==> src/rtl/btn_gesture_decoder.sv <==
// rtl/btn_gesture_decoder.sv - raw button to short/long/double-click gesture events
// Synchroniser, debouncer, free-running ms tick and gesture FSM in one block.
module btn_gesture_decoder #(
  parameter int CLK_HZ        = 125_000_000,
  parameter int DEBOUNCE_MS   = 10,
  parameter int LONG_MS       = 1000,
  parameter int DOUBLE_GAP_MS = 300
) (
  input  logic        clk,
  input  logic        rst_n,
  input  logic        btn_in,
  output logic        short_pulse,
  output logic        long_pulse,
  output logic        double_pulse,
  output logic        hold_active,
  output logic [15:0] press_ms
);

  localparam int TICK_CYC = CLK_HZ / 1000;
  localparam int DB_CYC   = int'((longint'(DEBOUNCE_MS) * longint'(CLK_HZ)) / 1000);
  localparam int TW       = (TICK_CYC > 1) ? $clog2(TICK_CYC) : 1;
  localparam int DW       = (DB_CYC > 1) ? $clog2(DB_CYC) : 1;
  localparam logic [TW-1:0] TICK_LAST = TW'(TICK_CYC - 1);
  localparam logic [DW-1:0] DB_LAST   = DW'(DB_CYC - 1);
  localparam logic [15:0]   LONG_LAST = 16'(LONG_MS - 1);
  localparam logic [15:0]   GAP_LAST  = 16'(DOUBLE_GAP_MS - 1);

  typedef enum logic [2:0] {
    S_IDLE      = 3'd0,
    S_PRESS1    = 3'd1,
    S_GAP       = 3'd2,
    S_PRESS2    = 3'd3,
    S_LONG_HELD = 3'd4
  } state_e;

  logic          sync1_q, sync2_q;
  logic [DW-1:0] db_cnt_q, db_cnt_d;
  logic          db_level_q, db_level_d, db_prev_q;
  logic [TW-1:0] tick_cnt_q;
  logic [15:0]   dur_q, dur_d;
  logic [15:0]   press_q, press_d;
  state_e        state_q, state_d;
  logic          short_q, short_d, long_q, long_d, dbl_q, dbl_d;
  logic          db_rise, db_fall, ms_tick;

  assign db_rise = db_level_q & ~db_prev_q;
  assign db_fall = ~db_level_q & db_prev_q;
  assign ms_tick = (tick_cnt_q == TICK_LAST);

  // Any disagreement with the debounced level must persist for the whole window.
  always_comb begin
    db_cnt_d   = db_cnt_q;
    db_level_d = db_level_q;
    if (sync2_q == db_level_q) begin
      db_cnt_d = '0;
    end else if (db_cnt_q == DB_LAST) begin
      db_level_d = sync2_q;
      db_cnt_d   = '0;
    end else begin
      db_cnt_d = db_cnt_q + 1'b1;
    end
  end

  always_comb begin
    state_d = state_q;
    short_d = 1'b0;
    long_d  = 1'b0;
    dbl_d   = 1'b0;
    press_d = press_q;
    case (state_q)
      S_IDLE: begin
        if (db_rise) state_d = S_PRESS1;
      end
      S_PRESS1: begin
        if (db_fall) begin
          state_d = S_GAP;
          press_d = dur_q;
        end else if (ms_tick && dur_q == LONG_LAST) begin
          state_d = S_LONG_HELD;
          long_d  = 1'b1;
        end
      end
      S_GAP: begin
        if (db_rise) begin
          state_d = S_PRESS2;
        end else if (ms_tick && dur_q == GAP_LAST) begin
          state_d = S_IDLE;
          short_d = 1'b1;
        end
      end
      S_PRESS2: begin
        if (db_fall) begin
          state_d = S_IDLE;
          dbl_d   = 1'b1;
        end
      end
      S_LONG_HELD: begin
        if (db_fall) state_d = S_IDLE;
      end
      default: state_d = S_IDLE;
    endcase
  end

  // Duration restarts on every state change, including IDLE.
  always_comb begin
    dur_d = dur_q;
    if (state_d != state_q) begin
      dur_d = '0;
    end else if (ms_tick && dur_q != 16'hFFFF) begin
      dur_d = dur_q + 16'd1;
    end
  end

  always_ff @(posedge clk) begin
    if (!rst_n) begin
      sync1_q    <= 1'b0;
      sync2_q    <= 1'b0;
      db_cnt_q   <= '0;
      db_level_q <= 1'b0;
      db_prev_q  <= 1'b0;
      tick_cnt_q <= '0;
      dur_q      <= '0;
      press_q    <= '0;
      state_q    <= S_IDLE;
      short_q    <= 1'b0;
      long_q     <= 1'b0;
      dbl_q      <= 1'b0;
    end else begin
      sync1_q    <= btn_in;
      sync2_q    <= sync1_q;
      db_cnt_q   <= db_cnt_d;
      db_level_q <= db_level_d;
      db_prev_q  <= db_level_q;
      tick_cnt_q <= ms_tick ? '0 : tick_cnt_q + 1'b1;
      dur_q      <= dur_d;
      press_q    <= press_d;
      state_q    <= state_d;
      short_q    <= short_d;
      long_q     <= long_d;
      dbl_q      <= dbl_d;
    end
  end

  assign short_pulse  = short_q;
  assign long_pulse   = long_q;
  assign double_pulse = dbl_q;
  assign hold_active  = (state_q == S_LONG_HELD);
  assign press_ms     = press_q;

endmodule
==> config.mk <==
export PLATFORM = sky130hd
export DESIGN_NAME = btn_gesture_decoder
export DESIGN_NICKNAME = d
export VERILOG_FILES = /design/src/rtl/btn_gesture_decoder.sv
export SDC_FILE = /design/constraint.sdc
export NUM_CORES = 1
export LEC_CHECK = 0
export ABC_CLOCK_PERIOD_IN_PS = 2600
export CORE_MARGIN = 2
export CORE_UTILIZATION = 38
export CTS_CLUSTER_DIAMETER = 120
export DETAILED_ROUTE_END_ITERATION = 16
export DONT_BUFFER_PORTS = 1
export PLACE_DENSITY = 0.62
export SYNTH_ARGS = -nofsm -noshare
export SYNTH_HDL_FRONTEND = slang
export SYNTH_SLANG_ARGS = --single-unit
==> constraint.sdc <==
create_clock -name clk -period 2.6 [get_ports clk]
set_clock_uncertainty 0.15 [all_clocks]
set_input_delay 0.26 -clock clk [delete_from_list [all_inputs] [get_ports clk]]
set_output_delay 0.26 -clock clk [all_outputs]
set_load 0.01 [all_outputs]
==> results.yml <==
status:
  status: "completed"
sta:
  fmax_ghz: 0.3925
  maxSlewHeadroom_pct: 50.25
  hold_viol: 0
  period_share_pct: 97.99
  slew_violations: 0
  finalSetupViolCount: 0
  rsz0062_at_grt: "true"
  worst_pin_slew_ns: 0.7358
  fin_crit_ns: 2.548
clock_tree:
  cts_buffer_depth: 2
  cts_root_buffer: "clkbuf_8"
  clock_sinks: 80
  numCtsBuffers: 9
  clock_latency_ns: 0.35
  h-tree-depth: 3
  cts_tree: "built"
  path_clk_slew_ns: 0.09
  post_cts_buffers: 0
final_layout:
  final_nets: 437
  antenna_cells: 0
  fin_area_um2: 3984
  final_core_util_pct: 43.53
  fill_cells: 899
  drive_above_1_share_pct: 9.633
  syn_to_final_growth_pct: 12.43
route:
  vias: 2851
  drcViolationCount: 0
  dr.pass1.iters: 4
  wire_per_inst_um: 13.11
  wl_um: 7169
  initialDrtViolationCount: 122
  drtAntennaViolNets: 0
  via_per_inst: 5.212
synth:
  ys_seq_area_share_pct: 45.20
  yosysTopAreaCellShare_pct: 45.20
  synth-seq-cells: 80
  yosys.area.top_type: "dfxtp_1"
  synth.most_common_cell: "dfxtp_1"
  synth_commonest_cells: "dfxtp_1, nand2_1, nor2_1"
  ys.flop_type: "dfxtp_1"
  synthesis.nets: 424
  async_flop_share_pct: 0
  synth_cells: 418
  yosysUniqueCellTypes: 43
  syn_area_um2: 3543
  yosysWarnings: 0
  ys_top_cells_by_area: "dfxtp_1, nand2_1, xnor2_1, nor2_1, a21boi_0"
  synth_edf_count: 0
  synth.avg_cell_area_um2: 8.477
critical_path:
  cp.required_ns: 2.73
  end_kind: "register"
  critical-path-max-stage-delay_ns: 0.54
  critPathKind: "reg -> reg"
  critPathLaunchType: "register"
  path_cells: "or4b_4 > or4_4 > a211o_4 > or4_1 > a21oi_1"
  cp_max_fo: 11
  arrival_ns: 2.68
  critPathSlowestCell: "or4b_4"
grt:
  overflow: 0
  antenna_found_initial: 0
  track_usage_pct: 15.28
  grt_pass1_wl_um: 12450
  grt_pass1_vias: 2695
  grt_max_degree: 26
placed_design:
  gp_congestion: 0.8558
  place_hpwl_um: 4951
  placed_area_um2: 3735
  portBuffers: 0
flow_run:
  cap_violations: 0
die:
  initial_core_util_pct: 38.71
  rows: 35
  die_area_um2: 10110
  core_um2: 9153
  die_h_um: 100.6
  io_pins: 23
  die_w_um: 100.6
power_and_ir_drop:
  powerDensity_nw_per_um2: 570.4
  p_leak_nw: 1.240
  irDropWorstVdd_mv: 0.2937
  power.total_w: 0.002272
hold_path:
  hp-class: "in -> reg"
[sequential cells by signal, indices dropped and copies added, names as in the netlist]
register / cells
db_cnt_q: 21
tick_cnt_q: 17
dur_q: 16
press_ms: 16
state_q: 3
db_level_q: 1
db_prev_q: 1
double_pulse: 1
long_pulse: 1
short_pulse: 1
sync1_q: 1
sync2_q: 1
[metrics by stage]
| stage | hold WS [ns] | setup TNS (ns) | worst slack (ns) | std cells |
|---|---|---|---|---|
| detailed placement | 0.2396 | 0 | 0.02531 | 529 |
| global route | 0.09014 | -0.03541 | -0.03541 | 547 |
| global placement | 0.2359 | 0 | 0.09411 | 529 |
| finish | 0.09656 | 0 | 0.05221 | 547 |
| CTS | 0.07544 | 0 | 0.006560 | 547 |
| floorplan | 0.2373 | 0 | 0.08642 | 418 |
[worst max-delay path, delay by kind of cell, from the launching register on]
kind	cells	cell delay [ns]
AND/OR/NAND/NOR	3	1.49
flip-flops	1	0.35
AO/OA/AOI/OAI	2	0.48
[placed cells by master, fill, tap and decap left out, types with 3 or more instances in the layout]
cell      count
o31ai_1       3
dfxtp_1      80
nand2_1      61
nor4b_1       4
xnor2_1      24
and3_1        5
mux2i_1       3
or4_1         4
clkbuf_8      9
a21oi_1      17
buf_4        14
nand3_1      14
nor3_1       14
inv_1        11
or4_4         3
or3_1        12
nand4_1       8
ha_1          3
nor2_1       51
o21ai_0      13
nand2b_1      5
nor4_1       10
xor2_1       11
and2_1        7
a21boi_0     16
[kinds of logic after synthesis]
logic type / share of synthesized area (%)
xor gates and xnor gates: 8.651
adders and majority gates: 1.059
DFF: 45.20
AOI/OAI and AO/OA: 10.13
buffers and inverters: 3.213
and+or+nand+nor: 30.90
muxes: 0.8475
[timing repair]
action | 4_1_cts | 5_1_grt
resized for setup | 0 | 4
setup endpoints to repair | 0 | 6
hold buffers | 2 | 0
hold endpoints to repair | 26 | 0
[per-layer routing]
layer  GRT usage, %  routed length [um]
met4          4.953                  79
met5              0                   0
met1          20.40                3546
met3          4.508                 236
met2          23.75                3306
[power breakdown]
part | switching [W] | internal (W) | leakage, nW | total, W
logic | 0.0000231 | 0.0000173 | 0.491 | 0.0000404
registers | 0.00000434 | 0.00123 | 0.645 | 0.00123
clock network | 0.000456 | 0.000542 | 0.104 | 0.000998
total | 0.000483 | 0.00179 | 1.24 | 0.00227
[final cells by class]
cell class | count | area, um^2 | share of cell area, %
multi-input combinational | 312 | 1844 | 46.29
sequential | 80 | 1602 | 40.20
timing repair buffer | 17 | 145.1 | 3.643
tap | 111 | 138.9 | 3.486
clock buffer | 11 | 131.4 | 3.298
clock inverter | 5 | 81.33 | 2.041
inverter | 11 | 41.29 | 1.036
[worst paths after layout]
path | start | end | slack [ns] | cells past startpoint
min | rst_n | tick_cnt_q[13] | 0.1 | 3
min reg2reg | sync1_q | sync2_q | 0.27 | 1
max reg2reg | tick_cnt_q[7] | dur_q[15] | 0.05 | 5
max | tick_cnt_q[7] | dur_q[15] | 0.05 | 5
Power figures use the tool's default switching activity.
